<file path="src/rtl/gpio_bus_arbiter_if.sv">
// Slave-side bus of the GPIO emulator: address, write data, strobes and read data.
interface gpio_bus_arbiter_if;
  logic [15:0] saddress;
  logic [31:0] sdata_in;
  logic        srd;
  logic        swr;
  logic [31:0] sdata_out;

  modport master (output saddress, sdata_in, srd, swr, input sdata_out);
  modport slave  (input saddress, sdata_in, srd, swr, output sdata_out);
endinterface

</file>
<file path="src/rtl/gpio_bus_arbiter.sv">
// Two-requester round-robin arbiter driving the GPIO emulator bus with
// setup / strobe / hold phases and a one-cycle acknowledge.
module gpio_bus_arbiter #(
  parameter int SETUP_CYCLES  = 1,
  parameter int STROBE_CYCLES = 2
) (
  input  logic        clk,
  input  logic        reset,
  input  logic        req0,
  input  logic        wr0,
  input  logic [15:0] addr0,
  input  logic [31:0] wdata0,
  output logic        ack0,
  input  logic        req1,
  input  logic        wr1,
  input  logic [15:0] addr1,
  input  logic [31:0] wdata1,
  output logic        ack1,
  output logic [31:0] rdata,
  output logic [1:0]  gnt,
  output logic        busy,
  gpio_bus_arbiter_if.master bus
);
  localparam logic [2:0] S_IDLE   = 3'd0;
  localparam logic [2:0] S_SETUP  = 3'd1;
  localparam logic [2:0] S_STROBE = 3'd2;
  localparam logic [2:0] S_HOLD   = 3'd3;
  localparam logic [2:0] S_ACK    = 3'd4;

  localparam logic [3:0] SETUP_LD  = 4'(SETUP_CYCLES);
  localparam logic [3:0] STROBE_LD = 4'(STROBE_CYCLES - 1);

  logic [2:0] state;
  logic [3:0] cnt;
  logic       last;
  logic       wr_q;
  logic       win1;

  // Requester 1 wins when alone, or when both ask and 0 went last.
  assign win1 = req1 & (~req0 | ~last);

  always_ff @(posedge clk or posedge reset) begin
    if (reset) begin
      state        <= S_IDLE;
      cnt          <= 4'd0;
      last         <= 1'b1;
      wr_q         <= 1'b0;
      gnt          <= 2'b00;
      busy         <= 1'b0;
      ack0         <= 1'b0;
      ack1         <= 1'b0;
      rdata        <= 32'h0;
      bus.saddress <= 16'h0;
      bus.sdata_in <= 32'h0;
      bus.srd      <= 1'b0;
      bus.swr      <= 1'b0;
    end else begin
      case (state)
        S_IDLE: if (req0 | req1) begin
          last         <= win1;
          wr_q         <= win1 ? wr1 : wr0;
          bus.saddress <= win1 ? addr1 : addr0;
          bus.sdata_in <= win1 ? wdata1 : wdata0;
          gnt          <= win1 ? 2'b10 : 2'b01;
          busy         <= 1'b1;
          // Loaded with the full count: the grant cycle itself is an extra
          // setup cycle, keeping the bus stable before the strobe rises.
          cnt          <= SETUP_LD;
          state        <= S_SETUP;
        end
        S_SETUP: if (cnt == 4'd0) begin
          bus.srd <= ~wr_q;
          bus.swr <= wr_q;
          cnt     <= STROBE_LD;
          state   <= S_STROBE;
        end else begin
          cnt <= cnt - 4'd1;
        end
        S_STROBE: if (cnt == 4'd0) begin
          bus.srd <= 1'b0;
          bus.swr <= 1'b0;
          state   <= S_HOLD;
        end else begin
          cnt <= cnt - 4'd1;
        end
        S_HOLD: begin
          if (!wr_q) rdata <= bus.sdata_out;
          ack0  <= gnt[0];
          ack1  <= gnt[1];
          state <= S_ACK;
        end
        S_ACK: begin
          ack0  <= 1'b0;
          ack1  <= 1'b0;
          gnt   <= 2'b00;
          busy  <= 1'b0;
          state <= S_IDLE;
        end
        default: state <= S_IDLE;
      endcase
    end
  end
endmodule

</file>
<file path="src/flat_wrapper.sv">
// flat-port wrapper written by rule: the top's interface ports become plain ports
module gpio_bus_arbiter_flat 
#(
  parameter int SETUP_CYCLES  = 1,
  parameter int STROBE_CYCLES = 2
)
  (clk, reset, req0, wr0, addr0, wdata0, ack0, req1, wr1, addr1, wdata1, ack1, rdata, gnt, busy, bus_saddress, bus_sdata_in, bus_srd, bus_swr, bus_sdata_out);
  gpio_bus_arbiter_if bus_i ();
  input  logic clk;
  input  logic reset;
  input  logic req0;
  input  logic wr0;
  input  logic [15:0] addr0;
  input  logic [31:0] wdata0;
  output logic ack0;
  input  logic req1;
  input  logic wr1;
  input  logic [15:0] addr1;
  input  logic [31:0] wdata1;
  output logic ack1;
  output logic [31:0] rdata;
  output logic [1:0] gnt;
  output logic busy;
  output wire logic [$bits(bus_i.saddress)-1:0] bus_saddress;
  output wire logic [$bits(bus_i.sdata_in)-1:0] bus_sdata_in;
  output wire logic [$bits(bus_i.srd)-1:0] bus_srd;
  output wire logic [$bits(bus_i.swr)-1:0] bus_swr;
  input wire logic [$bits(bus_i.sdata_out)-1:0] bus_sdata_out;
  assign bus_saddress = bus_i.saddress;
  assign bus_sdata_in = bus_i.sdata_in;
  assign bus_srd = bus_i.srd;
  assign bus_swr = bus_i.swr;
  assign bus_i.sdata_out = bus_sdata_out;
  gpio_bus_arbiter #(.SETUP_CYCLES(SETUP_CYCLES), .STROBE_CYCLES(STROBE_CYCLES)) u_core (.clk(clk), .reset(reset), .req0(req0), .wr0(wr0), .addr0(addr0), .wdata0(wdata0), .ack0(ack0), .req1(req1), .wr1(wr1), .addr1(addr1), .wdata1(wdata1), .ack1(ack1), .rdata(rdata), .gnt(gnt), .busy(busy), .bus(bus_i));
endmodule
</file>
<file path="config.mk">
export PLATFORM = sky130hd
export DESIGN_NAME = gpio_bus_arbiter_flat
export DESIGN_NICKNAME = d
export VERILOG_FILES = /design/src/rtl/gpio_bus_arbiter_if.sv /design/src/rtl/gpio_bus_arbiter.sv /design/src/flat_wrapper.sv
export SDC_FILE = /design/constraint.sdc
export NUM_CORES = 1
export LEC_CHECK = 0
export CAP_MARGIN = 5
export CORE_MARGIN = 2
export CORE_UTILIZATION = 40
export DETAILED_ROUTE_END_ITERATION = 7
export PLACE_DENSITY = 0.8
export SYNTH_ARGS = -nofsm -noshare
export SYNTH_HDL_FRONTEND = slang
export SYNTH_SLANG_ARGS = --single-unit
</file>
<file path="constraint.sdc">
create_clock -name clk -period 3.5 [get_ports clk]
set_input_delay 0.35 -clock clk [delete_from_list [all_inputs] [get_ports clk]]
set_output_delay 0.35 -clock clk [all_outputs]
set_load 0.1 [all_outputs]
</file>
### Word level (Yosys, flattened, before mapping)

Index checks and enable logic that the tools add are counted.

* equal/unequal tests: 8
* reduce and logical (&&, ||, !) cells: 12
* $add $sub $neg: 1
* mux-type cells: 23
* bitwise gates (word level): 6

Operators by type and width (number)
* $mux W32: 1
* $mux W16: 1
* $mux W4: 3
* $pmux W3 S4: 1
* $pmux W4 S3: 1
* $pmux W1 S2: 5
* $mux W3: 3
* $reduce_and A3 Y1: 3
* $eq A3 B2 Y1 const B: 2
* $ne A2 B1 Y1 const B: 3
* $reduce_and A2 Y1: 3
* $reduce_bool A2 Y1: 3
* $mux W1: 5
* $logic_not A4 Y1: 1
* $mux W2: 2
* $pmux W2 S2: 1
* $sub A4 B1 Y4 const B: 1
* $eq A3 B1 Y1 const B: 1
* $eq A3 B3 Y1 const B: 1
* $logic_not A3 Y1: 1
* $not A1 Y1: 3
* $reduce_bool A3 Y1: 1
* $ne A2 B2 Y1 const B: 1
* $or A1 B1 Y1: 2
* $and A1 B1 Y1: 1

* bits in registers: 96
* logic and storage cells: 63
* input bits: 134

### Logic depth before layout (Yosys ltp)

Gate-level depths: netlist (run 1).

* depth after elaboration: 6
* depth in mapped cells: 6
* mapped depth without buffers: 5

### Worst setup path after synthesis (run 1)

Ideal clock, no wire load.

* path type: flip-flop to flip-flop
* start point: register u_core.cnt[0]
* end point: register u_core.cnt[1]
* slack: 1.826 ns
* data required time: 3.375 ns
* clock period less this slack: 1.674 ns
* cell stages (with the launch flop): 6
* arrival: 1.549 ns
* path through: dfrtp_1 -> inv_1 -> ha_1 -> nor3b_1 -> a2111oi_0 -> mux2_2

* longest elaborated chain between the ends: 3
* elaborated cells between the ends (all ways): 7
* classes of those cells: 1 x add/sub; 1 x eq/ne; 3 x mux; 2 x reduce/logical

Ends and longest elaborated chain
* from (decl): RTL line gpio_bus_arbiter.sv:34 `logic [3:0] cnt;`
* from (signal assigned): RTL line gpio_bus_arbiter.sv:77 `cnt <= cnt - 4'd1;`
* from (signal assigned): RTL line gpio_bus_arbiter.sv:84 `cnt <= cnt - 4'd1;`
* $sub A4 B1 Y4 or $logic_not A4 Y1 (tied branches)
* $mux W4 (tied with other cells): RTL line gpio_bus_arbiter.sv:79 `S_STROBE: if (cnt == 4'd0) begin`
* $pmux W4 S3 or $reduce_and A3 Y1 (tied branches)

Parallel ways exist; a longest one is shown, timed or not. The select of a mux whose other input is x is not followed.
A chain may end at the register's enable or synchronous reset.

### Worst setup path after layout (run 1)

* start point: register u_core.gnt[1]
* end point: output port gnt[1]

RTL lines
* from (decl): RTL line gpio_bus_arbiter.sv:20 `output logic [1:0] gnt,`
* from (signal assigned): RTL line gpio_bus_arbiter.sv:64 `gnt <= win1 ? 2'b10 : 2'b01;`
* to (decl): RTL line flat_wrapper.sv:22 `output logic [1:0] gnt;`

No word-level cell between the ends.

==> flow_metrics.py, run 1 <==
metrics = {
    "run_status": {
        "status": "finished, final reports clean",
    },
    "logic_synthesis": {
        "synthesis.area_per_instance_um2": 11.7,
        "mappedNetlistArea_um2": 4340,
        "combinational_family_with_the_most_area_after_synthesis": "multiplexers",
        "synth_simple_gate_area_frac": 0.0534,
        "ys_seq_elements": 96,
        "synth-async-reset-ratio": 1.00,
        "synth_cells": 372,
        "post_synth_num_cell_types": 40,
        "synth.mux.area_fraction": 0.203,
        "synth-compound-area-share": 0.143,
        "adder_cell_fraction_of_synth_area": 0.00577,
        "synthXorXnorAreaFrac": 0.00202,
        "synth_edf_count": 0,
        "number_of_synthesis_warnings": 0,
        "ys_seq_area_frac": 0.554,
        "syn_nets": 508,
        "synth_ff_type": "sky130_fd_sc_hd__dfrtp_1",
    },
    "grt": {
        "grt_use_total": 0.220,
        "maximum_number_of_pins_on_one_net_before_global_route_repair": 54,
        "global_route.overflow_total": 0,
        "vias_in_the_first_global_route": 3975,
        "number_of_antenna_violations_at_the_first_check_in_global_routing": 0,
        "grt_first_pass_wirelength_um": 20100,
    },
    "clocking": {
        "number_of_buffers_inserted_during_clock_tree_synthesis": 9,
        "post_cts.repair.setup_buffers": 0,
        "tritoncts": "done",
        "clk_pin_slew_worst_paths_ns": 0.10,
        "cts_hold_buf": 0,
        "cts_root_buf": "sky130_fd_sc_hd__clkbuf_8",
        "clock_latency_ns": 0.37,
        "tritoncts_num_sinks": 96,
        "cts_htree_levels": 3,
        "clk_path_buf_depth": 2,
        "cts_resized": 0,
    },
    "timing": {
        "setup_total_negative_slack_ns": 0,
        "clock.fmax_mhz": 440,
        "final-setup-viol-count": 0,
        "post-route-min-period_ns": 2.27,
        "timing.final.ws_setup_ns": 1.23,
        "rsz0062_at_grt": "no",
        "fin_skew_ns": 0.0133,
        "least_margin_pin_slew_ns": 1.02,
        "timing_max_transition_violations_final": 0,
        "slew_headroom": 0.318,
        "period_share": 0.649,
        "final_hold_viol_count": 0,
    },
    "critical_path": {
        "critical_path_required_ns": 3.15,
        "crit_chain": "clkdlybuf4s50_1",
        "worst_path_largest_cell_delay_ns": 1.15,
        "worstReg2RegStart": "u_core.state[0]",
        "crit_path_max_fanout": 3,
        "crit_buf_inv": 1,
        "setup.worst_path.class": "register to output pin",
        "worst_setup_path_end_kind": "output pin",
        "timing.critical_path.max_delay_family": "buffers and inverters",
        "crit_arrival_ns": 1.92,
        "timing.reg2reg.setup_slack_ns": 1.43,
        "timing.critical_path.from_type": "register",
        "r2r_depth": 4,
        "r2r-end": "u_core.bus.sdata_in[9]",
        "crit_slowest_cell": "sky130_fd_sc_hd__clkdlybuf4s50_1",
    },
    "floorplan": {
        "floorplan.die.height_um": 108,
        "coreArea_um2": 10700,
        "rows": 38,
        "floorplan.io_pins": 221,
        "initial_core_utilization": 0.405,
        "fp.dieW_um": 108,
        "die_area_um2": 11700,
    },
    "drt": {
        "route.detailed.drc": 0,
        "detail_route.first_pass.iterations": 7,
        "vias_per_cell": 5.19,
        "first_drt_iteration_drcs": 99,
        "totalWireLength_um": 12700,
        "routed_wl_per_cell_um": 17.6,
        "detail-route-antenna-nets": 0,
        "vias": 3758,
    },
    "place": {
        "place.port_buffers": 220,
        "finalWeightedCongestion": 0.731,
        "pre_cts_slack_ns": 1.20,
        "dp_hpwl_um": 9100,
        "post_dp_cell_area_um2": 6650,
    },
    "cells_and_area": {
        "post_route_cells_drive_above_1_share": 0.108,
        "antenna_cells_inserted": 0,
        "design_area_um2": 6850,
        "area_delta_synth_final_pct": 57.9,
        "final_nets": 715,
    },
    "job": {
        "maxCapViolCount": 0,
    },
    "worst_hold_path": {
        "timing.hold.worst.class": "input port to asynchronous set/reset pin",
    },
}
-- per-layer routing --
layer  track usage  vias up  share of wire
met5             0        -              0
met4        0.0907        0          0.024
met3        0.0603       24          0.082
met2         0.374      150           0.50
met1         0.266     1824           0.39
li1              -     1760              -
-- stage by stage --
| stage | cells | hold slack (ns) | util |
|---|---|---|---|
| 2_1_floorplan | 372 | 0.458 | - |
| 3_3_place_gp | 708 | 0.465 | 0.622 |
| 3_5_place_dp | 708 | 0.482 | 0.622 |
| 4_1_cts | 724 | 0.459 | 0.640 |
| 5_1_grt | 724 | 0.505 | 0.640 |
| 6_report | 724 | 0.451 | 0.640 |
-- worst max-delay path by stage --
stage | from | endpoint | slack [ns] | depth (start not counted)
after floorplan | reset | u_core.ack0 | 0.65 | 1
after global placement | req1 | u_core.bus.sdata_in[12] | 1.27 | 5
after detailed placement | req1 | u_core.bus.sdata_in[12] | 1.20 | 5
after CTS | u_core.gnt[0] | gnt[0] | 1.20 | 1
after global routing | u_core.bus.srd | bus_srd | 1.18 | 1
final | u_core.gnt[1] | gnt[1] | 1.23 | 1
-- synth_stat cells, types with 3 or more instances --
library cell,n,area (um^2)
sky130_fd_sc_hd__a21oi_1,102,510
sky130_fd_sc_hd__o21ai_0,4,20.0
sky130_fd_sc_hd__mux2i_1,51,510
sky130_fd_sc_hd__mux2_2,31,349
sky130_fd_sc_hd__nor2_1,5,18.8
sky130_fd_sc_hd__buf_2,17,85.1
sky130_fd_sc_hd__nand3_1,5,25.0
sky130_fd_sc_hd__clkbuf_1,13,48.8
sky130_fd_sc_hd__inv_1,5,18.8
sky130_fd_sc_hd__dfrtp_1,95,2380
sky130_fd_sc_hd__nor2b_1,3,18.8
sky130_fd_sc_hd__nand2_1,4,15.0
-- cell type report --
cell class	instances	area, um^2
fillers	870	3850
clock inverters	5	56.3
clock buffers	11	141
inverters	5	21.3
well taps	140	175
multi-input cells	240	1790
flip-flops and latches	96	2400
repair buffers	227	2250
-- cells in the final DEF (no fill, tap or decap), types with 2 or more instances in the layout --
master / instances
sky130_fd_sc_hd__nand2_1: 4
sky130_fd_sc_hd__ha_1: 2
sky130_fd_sc_hd__or4_1: 2
sky130_fd_sc_hd__nand2b_1: 2
sky130_fd_sc_hd__mux2_1: 2
sky130_fd_sc_hd__buf_4: 7
sky130_fd_sc_hd__mux2i_1: 51
sky130_fd_sc_hd__clkbuf_8: 10
sky130_fd_sc_hd__inv_1: 4
sky130_fd_sc_hd__nor2_1: 5
sky130_fd_sc_hd__nor4_1: 2
sky130_fd_sc_hd__nor4b_1: 2
sky130_fd_sc_hd__mux2_2: 31
sky130_fd_sc_hd__nor2b_1: 3
sky130_fd_sc_hd__clkdlybuf4s50_1: 220
sky130_fd_sc_hd__a211o_1: 2
sky130_fd_sc_hd__clkinv_2: 2
sky130_fd_sc_hd__o21ai_0: 4
sky130_fd_sc_hd__nor3_4: 2
sky130_fd_sc_hd__a21oi_1: 102
sky130_fd_sc_hd__dfrtp_1: 95
sky130_fd_sc_hd__nand3_1: 5
-- state kept, by name, summed over array words and instances, names as in the netlist --
register,count
u_core.ack0,1
u_core.ack1,1
u_core.bus.saddress,16
u_core.bus.sdata_in,32
u_core.bus.srd,1
u_core.bus.swr,1
u_core.busy,1
u_core.cnt,4
u_core.gnt,2
u_core.last,1
u_core.rdata,32
u_core.state,3
u_core.wr_q,1
-- cells by family after synthesis --
group                    after synthesis
adder cells (fa/ha/maj)                2
flip-flops                            96
AND/OR/NAND/NOR                       36
XOR/XNOR                               1
AO/OA/AOI/OAI                        117
buffers and inverters                 36
multiplexers                          84
Power of run 1 is left out: the tool's default activity adds up to more than one toggle a clock period on the data nets, which glitch-free logic cannot reach.
==> inputs of run 2 (changes only) <==
CORE_UTILIZATION = 36   (was 40)
PLACE_DENSITY = 0.76   (was 0.8)
clock period = 1.85 ns   (was 3.5 ns; I/O delays follow)
==> flow_metrics.py, run 2 (same netlist as run 1, synthesis figures left out) <==
metrics = {
    "drt": {
        "first_drt_iteration_drcs": 123,
        "vias_per_cell": 5.07,
        "totalWireLength_um": 12100,
        "route.detailed.drc": 0,
        "detail_route.first_pass.iterations": 4,
        "vias": 3754,
        "detail-route-antenna-nets": 0,
        "routed_wl_per_cell_um": 16.3,
    },
    "grt": {
        "grt_use_total": 0.188,
        "global_route.overflow_total": 0,
        "number_of_antenna_violations_at_the_first_check_in_global_routing": 0,
        "vias_in_the_first_global_route": 3896,
        "maximum_number_of_pins_on_one_net_before_global_route_repair": 73,
        "grt_first_pass_wirelength_um": 19200,
    },
    "timing": {
        "rsz0062_at_grt": "no",
        "setup_total_negative_slack_ns": 0,
        "timing_max_transition_violations_final": 0,
        "clock.fmax_mhz": 582,
        "fin_skew_ns": 0.00467,
        "least_margin_pin_slew_ns": 0.511,
        "post-route-min-period_ns": 1.72,
        "period_share": 0.929,
        "final-setup-viol-count": 0,
        "final_hold_viol_count": 0,
        "slew_headroom": 0.657,
    },
    "cells_and_area": {
        "final_util": 0.586,
        "largestRegisters": "u_core.bus.sdata_in x32, u_core.rdata x32, u_core.bus.saddress x16",
        "post_route_cells_drive_above_1_share": 0.271,
        "area_delta_synth_final_pct": 60.4,
        "layout.cells.non_filler": 741,
        "layout.cells.most_common_list": "sky130_fd_sc_hd__clkdlybuf4s50_1 (133), sky130_fd_sc_hd__a21oi_1 (102), sky130_fd_sc_hd__buf_4 (99)",
        "antenna_cells_inserted": 0,
        "final_common_cell": "sky130_fd_sc_hd__clkdlybuf4s50_1",
        "final_nets": 725,
    },
    "clocking": {
        "clk_path_buf_depth": 2,
        "clk_pin_slew_worst_paths_ns": 0.06,
        "post_cts.repair.setup_buffers": 0,
        "cts_root_buf": "sky130_fd_sc_hd__clkbuf_16",
        "tritoncts_num_sinks": 96,
        "tritoncts": "done",
        "clock_latency_ns": 0.34,
        "cts_resized": 0,
        "cts_htree_levels": 3,
        "number_of_buffers_inserted_during_clock_tree_synthesis": 9,
        "cts_hold_buf": 0,
    },
    "place": {
        "finalWeightedCongestion": 0.787,
        "dp_hpwl_um": 9120,
        "placedCellCount": 725,
        "place.port_buffers": 220,
    },
    "floorplan": {
        "die_area_um2": 12900,
        "rows": 40,
        "initial_core_utilization": 0.366,
        "floorplan.die.height_um": 114,
        "floorplan.io_pins": 221,
        "coreArea_um2": 11900,
        "fp.dieW_um": 114,
    },
    "critical_path": {
        "crit_path_max_fanout": 5,
        "worst_setup_path_end_kind": "register",
        "timing.critical_path.from_type": "register",
        "critical_path_required_ns": 2.08,
        "setup.worst_path.class": "register to register",
        "crit_arrival_ns": 1.95,
    },
    "worst_hold_path": {
        "timing.hold.worst.class": "input port to asynchronous set/reset pin",
    },
    "job": {
        "maxCapViolCount": 0,
    },
    "run_status": {
        "status": "finished, final reports clean",
    },
}
run 2: area by class of cell:
cell class / instances / area, um^2
Timing Repair Buffer: 237 / 2170
Inverter: 5 / 22.5
Tap cell: 147 / 184
Fill cell: 1000 / 4910
Multi-Input combinational cell: 240 / 1800
Clock buffer: 11 / 243
Clock inverter: 5 / 128
Sequential cell: 96 / 2400
run 2: metrics by stage:
step                      hold slack (ns)  area (um^2)  worst slack, ns
after detailed placement            0.490         6580            0.120
after CTS                           0.293         6950            0.116
after global placement              0.469         6580            0.136
final                               0.295         6950            0.131
after floorplan                     0.320         4340            0.176
after global routing                0.317         6950           0.0381
run 2: worst paths after layout:
| kind | from | endpoint | slack [ns] | cells past startpoint |
|---|---|---|---|---|
| min | reset | u_core.ack1 | 0.30 | 3 |
| min reg2reg | u_core.rdata[21] | u_core.rdata[21] | 0.50 | 1 |
| max | u_core.cnt[0] | u_core.cnt[1] | 0.13 | 5 |
| max reg2reg | u_core.cnt[0] | u_core.cnt[1] | 0.13 | 5 |
| min in group clk | bus_sdata_out[31] | u_core.rdata[31] | 0.45 | 2 |
| max in group asynchronous | reset | u_core.rdata[28] | 1.23 | 3 |
run 2: critical path: stages (launching register included):
cell and delay [ns]:
sky130_fd_sc_hd__dfrtp_1 0.41, sky130_fd_sc_hd__inv_1 0.09, sky130_fd_sc_hd__ha_1 0.17, sky130_fd_sc_hd__or4bb_1 0.48
sky130_fd_sc_hd__nand3_1 0.12, sky130_fd_sc_hd__mux2_2 0.34
run 2: layer usage:
layer	global-route usage	wire [um]
met5	0	0
met4	0.0813	295
met3	0.0510	842
met2	0.323	6280
met1	0.223	4640
Power of run 2 is left out for the same reason.
